--- src/rtl/axi4l_if.sv ---
// AXI4-Lite bundle, 32-bit address and data, shared by the register port and the data mover.
interface axi4l_if (input logic aclk);
    logic [31:0] awaddr;
    logic [2:0]  awprot;
    logic        awvalid;
    logic        awready;
    logic [31:0] wdata;
    logic [3:0]  wstrb;
    logic        wvalid;
    logic        wready;
    logic [1:0]  bresp;
    logic        bvalid;
    logic        bready;
    logic [31:0] araddr;
    logic [2:0]  arprot;
    logic        arvalid;
    logic        arready;
    logic [31:0] rdata;
    logic [1:0]  rresp;
    logic        rvalid;
    logic        rready;

    modport master (
        output awaddr, awprot, awvalid, input awready,
        output wdata, wstrb, wvalid, input wready,
        input bresp, bvalid, output bready,
        output araddr, arprot, arvalid, input arready,
        input rdata, rresp, rvalid, output rready
    );

    modport slave (
        input awaddr, awprot, awvalid, output awready,
        input wdata, wstrb, wvalid, output wready,
        output bresp, bvalid, input bready,
        input araddr, arprot, arvalid, output arready,
        output rdata, rresp, rvalid, input rready
    );
endinterface

--- src/rtl/axi4l_dma.sv ---
// Single-channel word copy engine: AXI4-Lite register slave plus a one-word-at-a-time mover master.
module axi4l_dma (
    input  logic    clk,
    input  logic    rst_n,
    output logic    irq,
    axi4l_if.slave  axis,
    axi4l_if.master axim
);
    typedef enum logic [2:0] {IDLE, RD_A, RD_D, WR_A, WR_B, FIN} state_e;

    state_e      state_q, state_d;
    logic [31:0] src_q, src_d, dst_q, dst_d;
    logic [31:0] cur_src_q, cur_src_d, cur_dst_q, cur_dst_d;
    logic [31:0] data_q, data_d, rdata_q, rdata_d;
    logic [15:0] len_q, len_d, remain_q, remain_d;
    logic        irq_en_q, irq_en_d, done_q, done_d, err_q, err_d;
    logic        bvalid_q, bvalid_d, rvalid_q, rvalid_d;
    logic        aw_done_q, aw_done_d, w_done_q, w_done_d;

    logic        busy, wr_acc, rd_acc, start, aw_hs, w_hs;
    logic [2:0]  wsel, rsel;
    logic        unused_ok;

    assign busy   = (state_q != IDLE);
    // A write needs both AW and W present and no response still waiting.
    assign wr_acc = rst_n & axis.awvalid & axis.wvalid & ~bvalid_q;
    assign rd_acc = rst_n & axis.arvalid & ~rvalid_q;
    assign wsel   = axis.awaddr[4:2];
    assign rsel   = axis.araddr[4:2];
    assign start  = wr_acc & (wsel == 3'd3) & axis.wdata[0] & ~busy;

    assign axis.awready = wr_acc;
    assign axis.wready  = wr_acc;
    assign axis.bvalid  = bvalid_q;
    assign axis.bresp   = 2'b00;
    assign axis.arready = rd_acc;
    assign axis.rvalid  = rvalid_q;
    assign axis.rdata   = rdata_q;
    assign axis.rresp   = 2'b00;

    assign axim.araddr  = cur_src_q;
    assign axim.arprot  = 3'b000;
    assign axim.arvalid = (state_q == RD_A);
    assign axim.rready  = (state_q == RD_D);
    assign axim.awaddr  = cur_dst_q;
    assign axim.awprot  = 3'b000;
    assign axim.awvalid = (state_q == WR_A) & ~aw_done_q;
    assign axim.wdata   = data_q;
    assign axim.wstrb   = 4'hF;
    assign axim.wvalid  = (state_q == WR_A) & ~w_done_q;
    assign axim.bready  = (state_q == WR_B);

    assign aw_hs = axim.awvalid & axim.awready;
    assign w_hs  = axim.wvalid & axim.wready;
    assign irq   = done_q & irq_en_q;

    assign unused_ok = ^{axis.awaddr[31:5], axis.awaddr[1:0], axis.araddr[31:5],
                         axis.araddr[1:0], axis.awprot, axis.arprot, axis.wstrb};

    // Register read path: capture the addressed register on AR acceptance, hold until rready.
    always_comb begin
        rdata_d  = rdata_q;
        rvalid_d = rvalid_q;
        if (rvalid_q && axis.rready) rvalid_d = 1'b0;
        if (rd_acc) begin
            rvalid_d = 1'b1;
            case (rsel)
                3'd0:    rdata_d = src_q;
                3'd1:    rdata_d = dst_q;
                3'd2:    rdata_d = {16'h0, len_q};
                3'd3:    rdata_d = {30'h0, irq_en_q, 1'b0};
                3'd4:    rdata_d = {29'h0, err_q, done_q, busy};
                3'd5:    rdata_d = {16'h0, remain_q};
                default: rdata_d = 32'h0;
            endcase
        end
    end

    // Register writes plus mover FSM next-state; hardware done/err setting is applied last so it wins.
    always_comb begin
        state_d   = state_q;
        src_d     = src_q;
        dst_d     = dst_q;
        len_d     = len_q;
        cur_src_d = cur_src_q;
        cur_dst_d = cur_dst_q;
        remain_d  = remain_q;
        data_d    = data_q;
        irq_en_d  = irq_en_q;
        done_d    = done_q;
        err_d     = err_q;
        bvalid_d  = bvalid_q;
        aw_done_d = aw_done_q;
        w_done_d  = w_done_q;

        if (bvalid_q && axis.bready) bvalid_d = 1'b0;
        if (wr_acc) begin
            bvalid_d = 1'b1;
            case (wsel)
                3'd0: if (!busy) src_d = {axis.wdata[31:2], 2'b00};
                3'd1: if (!busy) dst_d = {axis.wdata[31:2], 2'b00};
                3'd2: if (!busy) len_d = axis.wdata[15:0];
                3'd3: irq_en_d = axis.wdata[1];
                3'd4: begin
                    done_d = done_q & ~axis.wdata[1];
                    err_d  = err_q & ~axis.wdata[2];
                end
                default: ;
            endcase
        end

        case (state_q)
            IDLE: if (start) begin
                cur_src_d = src_q;
                cur_dst_d = dst_q;
                remain_d  = len_q;
                done_d    = 1'b0;
                err_d     = 1'b0;
                state_d   = (len_q == 16'd0) ? FIN : RD_A;
            end
            RD_A: if (axim.arready) state_d = RD_D;
            RD_D: if (axim.rvalid) begin
                data_d = axim.rdata;
                if (axim.rresp != 2'b00) begin
                    err_d   = 1'b1;
                    state_d = FIN;
                end else begin
                    state_d = WR_A;
                end
            end
            WR_A: begin
                aw_done_d = aw_done_q | aw_hs;
                w_done_d  = w_done_q | w_hs;
                if (aw_done_d && w_done_d) begin
                    aw_done_d = 1'b0;
                    w_done_d  = 1'b0;
                    state_d   = WR_B;
                end
            end
            WR_B: if (axim.bvalid) begin
                if (axim.bresp != 2'b00) begin
                    err_d   = 1'b1;
                    state_d = FIN;
                end else begin
                    cur_src_d = cur_src_q + 32'd4;
                    cur_dst_d = cur_dst_q + 32'd4;
                    remain_d  = remain_q - 16'd1;
                    state_d   = (remain_q == 16'd1) ? FIN : RD_A;
                end
            end
            FIN:     state_d = IDLE;
            default: state_d = IDLE;
        endcase

        // done is visible during the FIN cycle itself.
        if (state_d == FIN) done_d = 1'b1;
    end

    // Control and register state with synchronous active-low reset.
    always_ff @(posedge clk) begin
        if (!rst_n) begin
            state_q   <= IDLE;
            src_q     <= 32'h0;
            dst_q     <= 32'h0;
            len_q     <= 16'h0;
            cur_src_q <= 32'h0;
            cur_dst_q <= 32'h0;
            remain_q  <= 16'h0;
            irq_en_q  <= 1'b0;
            done_q    <= 1'b0;
            err_q     <= 1'b0;
            bvalid_q  <= 1'b0;
            rvalid_q  <= 1'b0;
            aw_done_q <= 1'b0;
            w_done_q  <= 1'b0;
        end else begin
            state_q   <= state_d;
            src_q     <= src_d;
            dst_q     <= dst_d;
            len_q     <= len_d;
            cur_src_q <= cur_src_d;
            cur_dst_q <= cur_dst_d;
            remain_q  <= remain_d;
            irq_en_q  <= irq_en_d;
            done_q    <= done_d;
            err_q     <= err_d;
            bvalid_q  <= bvalid_d;
            rvalid_q  <= rvalid_d;
            aw_done_q <= aw_done_d;
            w_done_q  <= w_done_d;
        end
    end

    // Data holding registers; only meaningful while their valid is set, so no reset.
    always_ff @(posedge clk) begin
        data_q  <= data_d;
        rdata_q <= rdata_d;
    end
endmodule

--- src/flat_wrapper.sv ---
// flat-port wrapper written by rule: the top's interface ports become plain ports
module axi4l_dma_flat 
  (clk, rst_n, irq, aclk, axis_awaddr, axis_awprot, axis_awvalid, axis_awready, axis_wdata, axis_wstrb, axis_wvalid, axis_wready, axis_bresp, axis_bvalid, axis_bready, axis_araddr, axis_arprot, axis_arvalid, axis_arready, axis_rdata, axis_rresp, axis_rvalid, axis_rready, axim_awaddr, axim_awprot, axim_awvalid, axim_awready, axim_wdata, axim_wstrb, axim_wvalid, axim_wready, axim_bresp, axim_bvalid, axim_bready, axim_araddr, axim_arprot, axim_arvalid, axim_arready, axim_rdata, axim_rresp, axim_rvalid, axim_rready);
  axi4l_if axis_i (.aclk(aclk));
  axi4l_if axim_i (.aclk(aclk));
  input  logic clk;
  input  logic rst_n;
  output logic irq;
  input wire logic aclk;
  input wire logic [$bits(axis_i.awaddr)-1:0] axis_awaddr;
  input wire logic [$bits(axis_i.awprot)-1:0] axis_awprot;
  input wire logic [$bits(axis_i.awvalid)-1:0] axis_awvalid;
  output wire logic [$bits(axis_i.awready)-1:0] axis_awready;
  input wire logic [$bits(axis_i.wdata)-1:0] axis_wdata;
  input wire logic [$bits(axis_i.wstrb)-1:0] axis_wstrb;
  input wire logic [$bits(axis_i.wvalid)-1:0] axis_wvalid;
  output wire logic [$bits(axis_i.wready)-1:0] axis_wready;
  output wire logic [$bits(axis_i.bresp)-1:0] axis_bresp;
  output wire logic [$bits(axis_i.bvalid)-1:0] axis_bvalid;
  input wire logic [$bits(axis_i.bready)-1:0] axis_bready;
  input wire logic [$bits(axis_i.araddr)-1:0] axis_araddr;
  input wire logic [$bits(axis_i.arprot)-1:0] axis_arprot;
  input wire logic [$bits(axis_i.arvalid)-1:0] axis_arvalid;
  output wire logic [$bits(axis_i.arready)-1:0] axis_arready;
  output wire logic [$bits(axis_i.rdata)-1:0] axis_rdata;
  output wire logic [$bits(axis_i.rresp)-1:0] axis_rresp;
  output wire logic [$bits(axis_i.rvalid)-1:0] axis_rvalid;
  input wire logic [$bits(axis_i.rready)-1:0] axis_rready;
  output wire logic [$bits(axim_i.awaddr)-1:0] axim_awaddr;
  output wire logic [$bits(axim_i.awprot)-1:0] axim_awprot;
  output wire logic [$bits(axim_i.awvalid)-1:0] axim_awvalid;
  input wire logic [$bits(axim_i.awready)-1:0] axim_awready;
  output wire logic [$bits(axim_i.wdata)-1:0] axim_wdata;
  output wire logic [$bits(axim_i.wstrb)-1:0] axim_wstrb;
  output wire logic [$bits(axim_i.wvalid)-1:0] axim_wvalid;
  input wire logic [$bits(axim_i.wready)-1:0] axim_wready;
  input wire logic [$bits(axim_i.bresp)-1:0] axim_bresp;
  input wire logic [$bits(axim_i.bvalid)-1:0] axim_bvalid;
  output wire logic [$bits(axim_i.bready)-1:0] axim_bready;
  output wire logic [$bits(axim_i.araddr)-1:0] axim_araddr;
  output wire logic [$bits(axim_i.arprot)-1:0] axim_arprot;
  output wire logic [$bits(axim_i.arvalid)-1:0] axim_arvalid;
  input wire logic [$bits(axim_i.arready)-1:0] axim_arready;
  input wire logic [$bits(axim_i.rdata)-1:0] axim_rdata;
  input wire logic [$bits(axim_i.rresp)-1:0] axim_rresp;
  input wire logic [$bits(axim_i.rvalid)-1:0] axim_rvalid;
  output wire logic [$bits(axim_i.rready)-1:0] axim_rready;
  assign axis_i.awaddr = axis_awaddr;
  assign axis_i.awprot = axis_awprot;
  assign axis_i.awvalid = axis_awvalid;
  assign axis_awready = axis_i.awready;
  assign axis_i.wdata = axis_wdata;
  assign axis_i.wstrb = axis_wstrb;
  assign axis_i.wvalid = axis_wvalid;
  assign axis_wready = axis_i.wready;
  assign axis_bresp = axis_i.bresp;
  assign axis_bvalid = axis_i.bvalid;
  assign axis_i.bready = axis_bready;
  assign axis_i.araddr = axis_araddr;
  assign axis_i.arprot = axis_arprot;
  assign axis_i.arvalid = axis_arvalid;
  assign axis_arready = axis_i.arready;
  assign axis_rdata = axis_i.rdata;
  assign axis_rresp = axis_i.rresp;
  assign axis_rvalid = axis_i.rvalid;
  assign axis_i.rready = axis_rready;
  assign axim_awaddr = axim_i.awaddr;
  assign axim_awprot = axim_i.awprot;
  assign axim_awvalid = axim_i.awvalid;
  assign axim_i.awready = axim_awready;
  assign axim_wdata = axim_i.wdata;
  assign axim_wstrb = axim_i.wstrb;
  assign axim_wvalid = axim_i.wvalid;
  assign axim_i.wready = axim_wready;
  assign axim_i.bresp = axim_bresp;
  assign axim_i.bvalid = axim_bvalid;
  assign axim_bready = axim_i.bready;
  assign axim_araddr = axim_i.araddr;
  assign axim_arprot = axim_i.arprot;
  assign axim_arvalid = axim_i.arvalid;
  assign axim_i.arready = axim_arready;
  assign axim_i.rdata = axim_rdata;
  assign axim_i.rresp = axim_rresp;
  assign axim_i.rvalid = axim_rvalid;
  assign axim_rready = axim_i.rready;
  axi4l_dma u_core (.clk(clk), .rst_n(rst_n), .irq(irq), .axis(axis_i), .axim(axim_i));
endmodule
--- config.mk ---
export PLATFORM = sky130hd
export DESIGN_NAME = axi4l_dma_flat
export DESIGN_NICKNAME = d
export VERILOG_FILES = /design/src/rtl/axi4l_if.sv /design/src/rtl/axi4l_dma.sv /design/src/flat_wrapper.sv
export SDC_FILE = /design/constraint.sdc
export NUM_CORES = 1
export LEC_CHECK = 0
export BUFFER_PORTS_ARGS = -buffer_cell sky130_fd_sc_hd__buf_4
export CAP_MARGIN = 10
export CORE_MARGIN = 5
export CORE_UTILIZATION = 50
export DETAILED_ROUTE_END_ITERATION = 8
export GPL_ROUTABILITY_DRIVEN = 0
export PLACE_DENSITY = 0.83
export SETUP_SLACK_MARGIN = 0.2
export SLEW_MARGIN = 15
export SYNTH_ARGS = -nofsm -noshare
export SYNTH_HDL_FRONTEND = slang
export SYNTH_SLANG_ARGS = --single-unit
--- constraint.sdc ---
create_clock -name clk -period 5.1 [get_ports clk]
set_clock_uncertainty 0.2 [all_clocks]
set_input_delay 0.765 -clock clk [delete_from_list [all_inputs] [get_ports clk]]
set_output_delay 0.765 -clock clk [all_outputs]
set_load 0.01 [all_outputs]
==> run metrics, run 1 <==
CP arrival=2.45 ns; Congestion Overflow GR=0; library cells used by synthesis=77; DR vias/cell=6.25; WL/cell=20.9 um; synthesized area=0.0107 sq mm; share of the synthesized area in the top cell type=30.5%; TritonRoute pass-1 iters=7; Rel. slew slack=around a fifth; Worst-Skew Late Latency=around 0.51 ns; DRC Markers=0; post-layout minimum cycle time=3.42 ns; clock tree buffer depth=3; WL final=roughly 35000 um; Via Count=~11000; Async SR Flop Fraction=0%; Total Die Area=0.0243 sq mm; power consumption=3.71 mW; TritonCTS Buffers=23; P per Cell Area=284 mW/mm^2; max-slew violation count=0; area grow syn2layout=22.9%; MaxCap Viol Count=0; Worst setup SP type=flip-flop; CTS Sinks=226; IR drop worst, VDD=0.186 mV; critical path endpoint category=output port; fmax=roughly 300 MHz; Layout Utilization=62.3%; vias in the first global route=roughly 9600; CP max FO=74; IO Count=308; WP data required=4.14 ns; Setup-failing EPs final=0; Initial DRC Count=1392; FP Rows=53; Crit. Startpoint=u_core.state_q[2]; Port Buffers=220; synth warn=0; GRT Total Usage=27.2%; area leader, netlist=dfxtp_1; ANT cells=0; first-pass GRT wire length=53400 um; Vert. Die Dim=approximately 160 um; status=finished, final reports clean; Post-synth EDFFs=64; synth top area cells=dfxtp_1 (30%), edfxtp_1 (18%), nand2_1 (8.8%), a21oi_1 (6.7%), a22o_1 (2.6%); period utilisation layout=67.0%; CTS root buf=clkbuf_16; unrepaired setup endpoints after global routing=false; Initial Util=between 50% and 60%; hold_sp=axim_rdata[21]; CTS hold repair buffers=0; Post-DRT Antenna Nets=0; Core Footprint=0.0210 sq mm; final setup TNS=0 ns; Synth Register Bits=226; CTS tree=done; layout cells sized above 1=a little over a fifth; postcts setup bufs=0; Final Hold Viols=0; Net count, final=1556; Worst-Margin Slew=1.21 ns; Die X=about 160 um; Detailed Place HPWL=23700 um; htree depth=1; Synth Instances=1223; largest net degree at the start of global routing=75; register area share after synthesis=48.5%; reg2reg start=u_core.axim.araddr[2]; average size of a mapped cell=8.71 sq um; post-CTS sizing=0; CP Class=flip-flop to output port; Main synth FF type=dfxtp_1; initial antenna violation count=0; leak pwr=4.85 nW; Hold Path Class=primary input to flip-flop; Worst-path clk slew=roughly 0.06 ns
[cell usage after synthesis (all sizes together), types with 3 or more instances]
master   count
a22o        32
o41ai        3
o21a        14
nor3        29
o31a         4
inv         12
nand2      251
o221ai       6
and2        16
nor4        20
edfxtp      64
or3          8
mux2i        4
a221o       13
a41oi        5
nand4       12
dfxtp      162
ha           4
a32o         7
nor2        70
and3        15
o22ai       13
o211ai       4
nand3       26
buf         49
a211oi      11
clkbuf      56
o221a        5
o311ai       5
a2bb2oi      4
and4         8
nand3b       4
a32oi        4
a22oi        8
a31oi       16
a211o        4
o31ai        8
a21boi       6
nor3b       13
a311oi       4
o21ai       55
a21oi      142
a21o         3
[sequential cells by signal, indices dropped and copies added (netlist names)]
name and count:
u_core.axim.awaddr 30, u_core.axis.rvalid 1, u_core.err_q 1, u_core.done_q 1, u_core.dst_q 30, u_core.irq_en_q 1
u_core.state_q 3, u_core.axim.araddr 30, u_core.len_q 16, u_core.src_q 30, u_core.remain_q 16, u_core.axis.bvalid 1
u_core.axis.rdata 32, u_core.w_done_q 1, u_core.aw_done_q 1, u_core.axim.wdata 32
[worst max-delay path: stages (launching register included)]
cell and delay (ns):
dfxtp_1 0.44, or3b_4 0.48, clkinv_2 0.12, buf_4 0.63, buf_4 0.25
[logic make-up (layout without fill, tap and decap cells)]
group,Yosys count,after routing,share of synthesized area (%)
other,2,18,0.0705
AO/OA/AOI/OAI,385,385,23.8
multiplexers,6,6,0.587
flip-flops,226,226,48.5
adder cells (fa/ha/maj),4,4,0.470
AND/OR/NAND/NOR,482,482,21.3
buffers and inverters,118,292,5.24
[per-stage QoR]
step	hold WS, ns	setup slack, ns	instances	cell area [sq um]
after floorplan	0.240	1.28	1239	10700
after global placement	0.255	1.73	1647	12400
after detailed placement	0.260	1.72	1647	12400
after CTS	0.213	1.71	1688	13100
after global routing	0.210	1.62	1688	13100
final	0.229	1.68	1688	13100
[layout by cell type, fill, tap and decap left out, types with 5 or more instances in the layout]
master,n
nor4_1,18
a221o_1,12
clkbuf_8,5
a31oi_1,16
o21ai_0,51
nand4_1,12
nand2_1,249
a22oi_1,8
a41oi_1,5
o221a_2,5
nor3_1,26
and2_1,15
o221ai_1,6
conb_1,18
o22ai_1,13
o21a_1,14
inv_1,9
dfxtp_1,162
nor2_1,68
and3_1,15
clkbuf_16,23
a21oi_1,142
and4_1,8
o31ai_1,8
clkbuf_1,6
buf_4,238
clkinv_2,6
or3_1,7
edfxtp_1,64
a211oi_1,11
nand3_1,25
a21boi_0,6
a22o_1,32
a32o_1,7
nor3b_1,10
[worst paths after layout]
kind	end	slack (ns)	cells after the start
setup / recovery	axim_bready	1.68	4
hold / removal	u_core.axim.wdata[21]	0.23	1
setup reg to reg	u_core.axim.araddr[18]	2.12	5
hold reg to reg	u_core.dst_q[12]	0.27	2
[where the power goes]
group | switching, mW | total [mW] | internal [mW]
Sequential | 0.0103 | 1.87 | 1.86
Combinational | 0.116 | 0.194 | 0.0775
Clock | 0.698 | 1.65 | 0.951
Total | 0.825 | 3.71 | 2.89
[final cells by class]
type	instances	area [sq um]
clock buffers	34	667
clock inverters	7	57.6
fillers	1811	7930
multi-input cells	895	5020
well taps	275	344
repair buffers	238	1790
inverters	13	51.3
flip-flops and latches	226	5160
[routing by layer]
metal	GRT usage [%]	vias to the layer above	wire (um)	share of wire [%]
met5	0	-	0	0
met4	9.17	0	1070	3.0
met3	4.55	70	4400	12
met2	42.7	722	15900	45
met1	38.4	4958	13900	39
li1	-	4795	-	-
No activity file was read; power rests on OpenSTA's default activity.
==> inputs of run 2 (changes only) <==
--- a/config.mk
+++ b/config.mk
@@ -5,6 +5,7 @@
 export SDC_FILE = /design/constraint.sdc
 export NUM_CORES = 1
 export LEC_CHECK = 0
+export ABC_AREA = 1
 export BUFFER_PORTS_ARGS = -buffer_cell sky130_fd_sc_hd__buf_4
 export CAP_MARGIN = 10
 export CORE_MARGIN = 5
==> constraint.sdc (replaced) <==
create_clock -name clk -period 3.45 [get_ports clk]
set_clock_uncertainty 0.2 [all_clocks]
set_input_delay 0.5175 -clock clk [delete_from_list [all_inputs] [get_ports clk]]
set_output_delay 0.5175 -clock clk [all_outputs]
set_load 0.01 [all_outputs]
==> run metrics, run 2 <==
post-layout minimum cycle time=2.53 ns; DRC Markers=0; TritonCTS Buffers=25; Post-synth EDFFs=64; met2 Resource Use GR=between 40% and 50%; Synth Register Bits=226; Initial Util=51.2%; critical path endpoint category=output port; unrepaired setup endpoints after global routing=false; postcts setup bufs=0; Worst-Skew Late Latency=0.52 ns; CP Class=flip-flop to output port; met1 usage=35.2%; Post-DRT Antenna Nets=0; top cells by count, synth=nand2_1 (328), nor2_1 (189), a21oi_1 (177); period utilisation layout=73.4%; Setup WS pre-CTS=about 0.80 ns; Worst-Margin Slew=roughly 0.9 ns; P per Cell Area=about 400 mW/mm^2; CTS Sinks=226; Main synth FF type=dfxtp_1; average size of a mapped cell=7.27 sq um; post-CTS sizing=0; WL final=36100 um; first-pass GRT wire length=57000 um; IO Count=308; critical path cell sequence=nor2_4 -> nand2_2 -> inv_2 -> buf_12 -> buf_4; TritonRoute pass-1 iters=6; WL/cell=about 17 um; Port Buffers=220; status=finished, final reports clean; Initial DRC Count=1107; area grow syn2layout=25.5%; Finished Cell Area=0.0141 sq mm; count leader, synth=nand2_1; placed cell count=1987; Total Die Area=0.0256 sq mm; DR vias/cell=roughly 5.6; CTS root buf=clkbuf_16; Hold Path Class=primary input to flip-flop; fin cells=2066; ANT cells=0; Via Count=roughly 12000; Vert. Die Dim=160 um; synth top area cells=dfxtp_1 (29%), edfxtp_1 (17%), nand2_1 (11%), a21oi_1 (7.9%), nor2_1 (6.3%); clock tree buffer depth=3; htree depth=1; met3 Use GR=5.03%; most used routing layer=met2; FP Rows=54; MaxCap Viol Count=0; share of the synthesized area in the top cell type=28.9%; crit-path max cell delay=0.37 ns; Core Footprint=0.0220 sq mm; largest net degree at the start of global routing=107; Final Hold Viols=0; Congestion Overflow GR=0; Fillers=1837; max-slew violation count=0; most frequent cells in the layout=nand2_1 (327), buf_4 (238), nor2_1 (188), a21oi_1 (177), inv_1 (169); register area share after synthesis=a little under half; CTS hold repair buffers=34; Post-Place Cell Area=0.0130 sq mm; CP max FO=around 110; Net count, final=1927; Worst-path clk slew=0.06 ns; Async SR Flop Fraction=0%; final setup TNS=0 ns; initial antenna violation count=0; power consumption=5.71 mW; synth warn=0; library cells used by synthesis=40; WP data required=around 2.7 ns; CTS tree=done; Die X=160 um; IR drop worst, VDD=0.313 mV; fmax=between 300 and 400 MHz; CP max-delay cell=buf_12; Worst Slack Setup Final=0.918 ns; area leader, netlist=dfxtp_1; leading cell type in the layout, fill and taps excluded=nand2_1; layout cells sized above 1=16.4%; Setup-failing EPs final=0; Synth Instances=1545; Worst setup SP type=flip-flop; Rel. slew slack=40.4%; GRT Total Usage=between 20% and 30%; vias in the first global route=10700; CP arrival=1.81 ns; leak pwr=5.30 nW; Detailed Place HPWL=24600 um; synthesized area=0.0112 sq mm
[run 2: changes by cell type after synthesis, moves of 18 or more]
| cell | delta |
|---|---|
| a21oi_1 | +35 |
| a22o_1 | -32 |
| inv_1 | +159 |
| nand2_1 | +79 |
| nand3_1 | +70 |
| nor2_1 | +120 |
| nor4_1 | -18 |
| o21ai_0 | +83 |
[run 2: report_power, final]
| group | total, mW | switching [mW] | leakage (nW) | internal, mW |
|---|---|---|---|---|
| Clock | 2.58 | 1.09 | 0.391 | 1.49 |
| Combinational | 0.351 | 0.196 | 3.01 | 0.155 |
| Sequential | 2.78 | 0.0201 | 1.90 | 2.76 |
| Total | 5.71 | 1.30 | 5.30 | 4.40 |
[run 2: layer usage]
layer  vias to the layer above  wire length [um]  share of wire (%)
li1                       5521                 -                  -
met1                      5258             14300                 40
met2                       625             16900                 47
met3                       103              3460                9.6
met4                         0              1440                4.0
met5                         -                 0                  0
[run 2: cell type report]
type / count / area [sq um] / share of cell area, %
flip-flops and latches: 226 / 5160 / 36.6
multi-input cells: 1070 / 5010 / 35.5
repair buffers: 273 / 2150 / 15.2
clock buffers: 34 / 699 / 4.96
inverters: 172 / 646 / 4.58
well taps: 280 / 350 / 2.49
clock inverters: 11 / 82.6 / 0.586
[run 2: per-stage QoR]
step                hold slack [ns]  util, %
finish                       0.0837     64.2
global route                 0.0871     64.2
CTS                          0.0732     64.2
detailed placement            0.261     59.1
global placement              0.254     59.1
floorplan                     0.240        -
[run 2: cell families (layout without fill, tap and decap cells)]
family,Yosys count,in the layout,share of synthesized area (%)
compound gates,388,388,18.8
xor+xnor,13,13,1.01
fa+ha+maj,4,4,0.446
buf+inv,265,490,10.2
flops,226,226,46.0
other cells,2,18,0.0669
simple gates,647,647,23.6
[run 2: worst paths after layout]
path,from,to,slack [ns],cells past startpoint
setup / recovery,u_core.state_q[1],axim_bready,0.92,5
hold / removal,axis_wdata[20],u_core.src_q[20],0.08,3
setup reg to reg,u_core.state_q[2],u_core.axim.araddr[29],0.98,10
hold reg to reg,u_core.err_q,u_core.err_q,0.27,2
[run 2: critical path, delay by kind of cell, from the launching register on]
family / cells / cell delay, ns
flops: 1 / 0.35
simple gates: 2 / 0.24
buf+inv: 3 / 0.67
==> inputs of run 3 (changes only) <==
--- a/config.mk
+++ b/config.mk
@@ -9,7 +9,7 @@
 export BUFFER_PORTS_ARGS = -buffer_cell sky130_fd_sc_hd__buf_4
 export CAP_MARGIN = 10
 export CORE_MARGIN = 5
-export CORE_UTILIZATION = 50
+export CORE_UTILIZATION = 48
 export DETAILED_ROUTE_END_ITERATION = 8
 export GPL_ROUTABILITY_DRIVEN = 0
 export PLACE_DENSITY = 0.83
==> constraint.sdc (replaced) <==
create_clock -name clk -period 2.1 [get_ports clk]
set_clock_uncertainty 0.2 [all_clocks]
set_input_delay 0.315 -clock clk [delete_from_list [all_inputs] [get_ports clk]]
set_output_delay 0.315 -clock clk [all_outputs]
set_load 0.01 [all_outputs]
==> run metrics, run 3 (synthesis results as in run 2) <==
status=finished, final reports clean; switching pwr=2.21 mW; GRT Total Usage=between 20% and 30%; Worst-Skew Late Latency=0.52 ns; initial antenna violation count=0; Worst-Margin Slew=approximately 0.67 ns; Core Footprint=0.0233 sq mm; most frequent cells in the layout=nand2_1 (322), buf_4 (261), a21oi_1 (173), nor2_1 (167), inv_1 (166); Initial Util=48.3%; fmax=511 MHz; htree depth=1; Worst Slack Setup Final=0.142 ns; Net count, final=2011; unrepaired setup endpoints after global routing=true; WL/cell=between 15 and 20 um; CTS tree=done; power consumption=~9.7 mW; CP Class=flip-flop to output port; DRC Markers=0; MaxCap Viol Count=0; first-pass GRT wire length=58800 um; Clk pwr share=a little under half; Detailed Place HPWL=roughly 25000 um; TritonRoute pass-1 iters=9; leak pwr=5.83 nW; Total Die Area=0.0266 sq mm; Final Hold Viols=0; placed cell count=2047; ANT cells=0; fin cells=2189; WL final=38300 um; Die X=163 um; FP Rows=56; area grow syn2layout=37.0%; IO Count=308; IR drop worst, VDD=0.523 mV; leading cell type in the layout, fill and taps excluded=nand2_1; clock tree buffer depth=3; R2R setup slack=0.21 ns; vias in the first global route=roughly 11000; Port Buffers=220; max-slew violation count=0; CP max FO=4; WP data required=1.58 ns; TritonCTS Buffers=24; Setup WS pre-CTS=0.0610 ns; Worst-path clk slew=roughly 0.06 ns; Hold Path Class=primary input to flip-flop; final setup TNS=0 ns; CTS Sinks=226; CTS root buf=clkbuf_16; period utilisation layout=93.2%; Reg power frac=between 40% and 50%; Via Count=12100; final hold slack=approximately 0.024 ns; post-layout minimum cycle time=roughly 2.0 ns; switch share=22.9%; Rel. slew slack=55.3%; Setup-failing EPs final=0; DR vias/cell=5.52; Fillers=1868; P per Cell Area=about 630 mW/mm^2; Post-DRT Antenna Nets=0; Worst setup SP type=flip-flop; largest net degree at the start of global routing=66; Vert. Die Dim=163 um; Initial DRC Count=1333; CP arrival=between 1 and 1.5 ns; critical path endpoint category=output port; Internal Pwr Total=around 7.4 mW; Congestion Overflow GR=0; Comb power frac=7.2%; layout cells sized above 1=20.6%
[run 3: what timing repair did]
item / 4_1_cts / 5_1_grt
cloned: 3 / 1
resized for setup: 28 / 99
endpoints found under the hold margin: 116 / 0
hold buffers: 74 / 0
pin swaps: 4 / 4
endpoints found under the setup margin: 20 / 140
buffers inserted: 15 / 5
[run 3: stage by stage]
stage                     cell area, sq um  util (%)
final                                15400      66.2
after global routing                 15400      66.2
after CTS                            15200      65.2
after detailed placement             13300      57.3
after global placement               13300      57.3
after floorplan                      11300         -
[run 3: critical path: stages (launching register included)]
cell	delay (ns)
dfxtp_4	0.36
nor2_4	0.17
nand2_4	0.08
inv_4	0.10
buf_16	0.12
buf_6	0.09
[run 3: power by group through the flow]
stage / sequential (mW) / clock, mW / combinational (mW)
2_1_floorplan: 4.66 / 0 / 0.245
3_3_place_gp: 4.65 / 0 / 0.517
3_5_place_dp: 4.65 / 0 / 0.530
4_1_cts: 4.56 / 4.44 / 0.659
5_1_grt: 4.56 / 4.60 / 0.748
6_report: 4.56 / 4.40 / 0.697
[run 3: cell type report]
type	count	area [sq um]	share of cell area, %
Clock buffer	29	651	4.23
Clock inverter	15	155	1.01
Inverter	172	658	4.28
Multi-Input combinational cell	1070	5190	33.7
Sequential cell	226	5180	33.6
Tap cell	319	399	2.59
Timing Repair Buffer	358	3170	20.6
[run 3: path summary, 6_finish.rpt]
path | startpoint | to | cells past startpoint
min reg2reg | u_core.dst_q[14] | u_core.dst_q[14] | 2
min | axim_rvalid | u_core.err_q | 4
max | u_core.state_q[1] | axim_bready | 5
max reg2reg | u_core.state_q[1] | u_core.axim.araddr[20] | 12
[run 3: layer usage]
layer  track usage, %  part of all wire [%]  vias up
li1                 -                     -     5719
met1             33.9                    38     5499
met2             45.6                    47      738
met3             5.47                    10      137
met4             12.4                   4.7        0
met5                0                     0        -
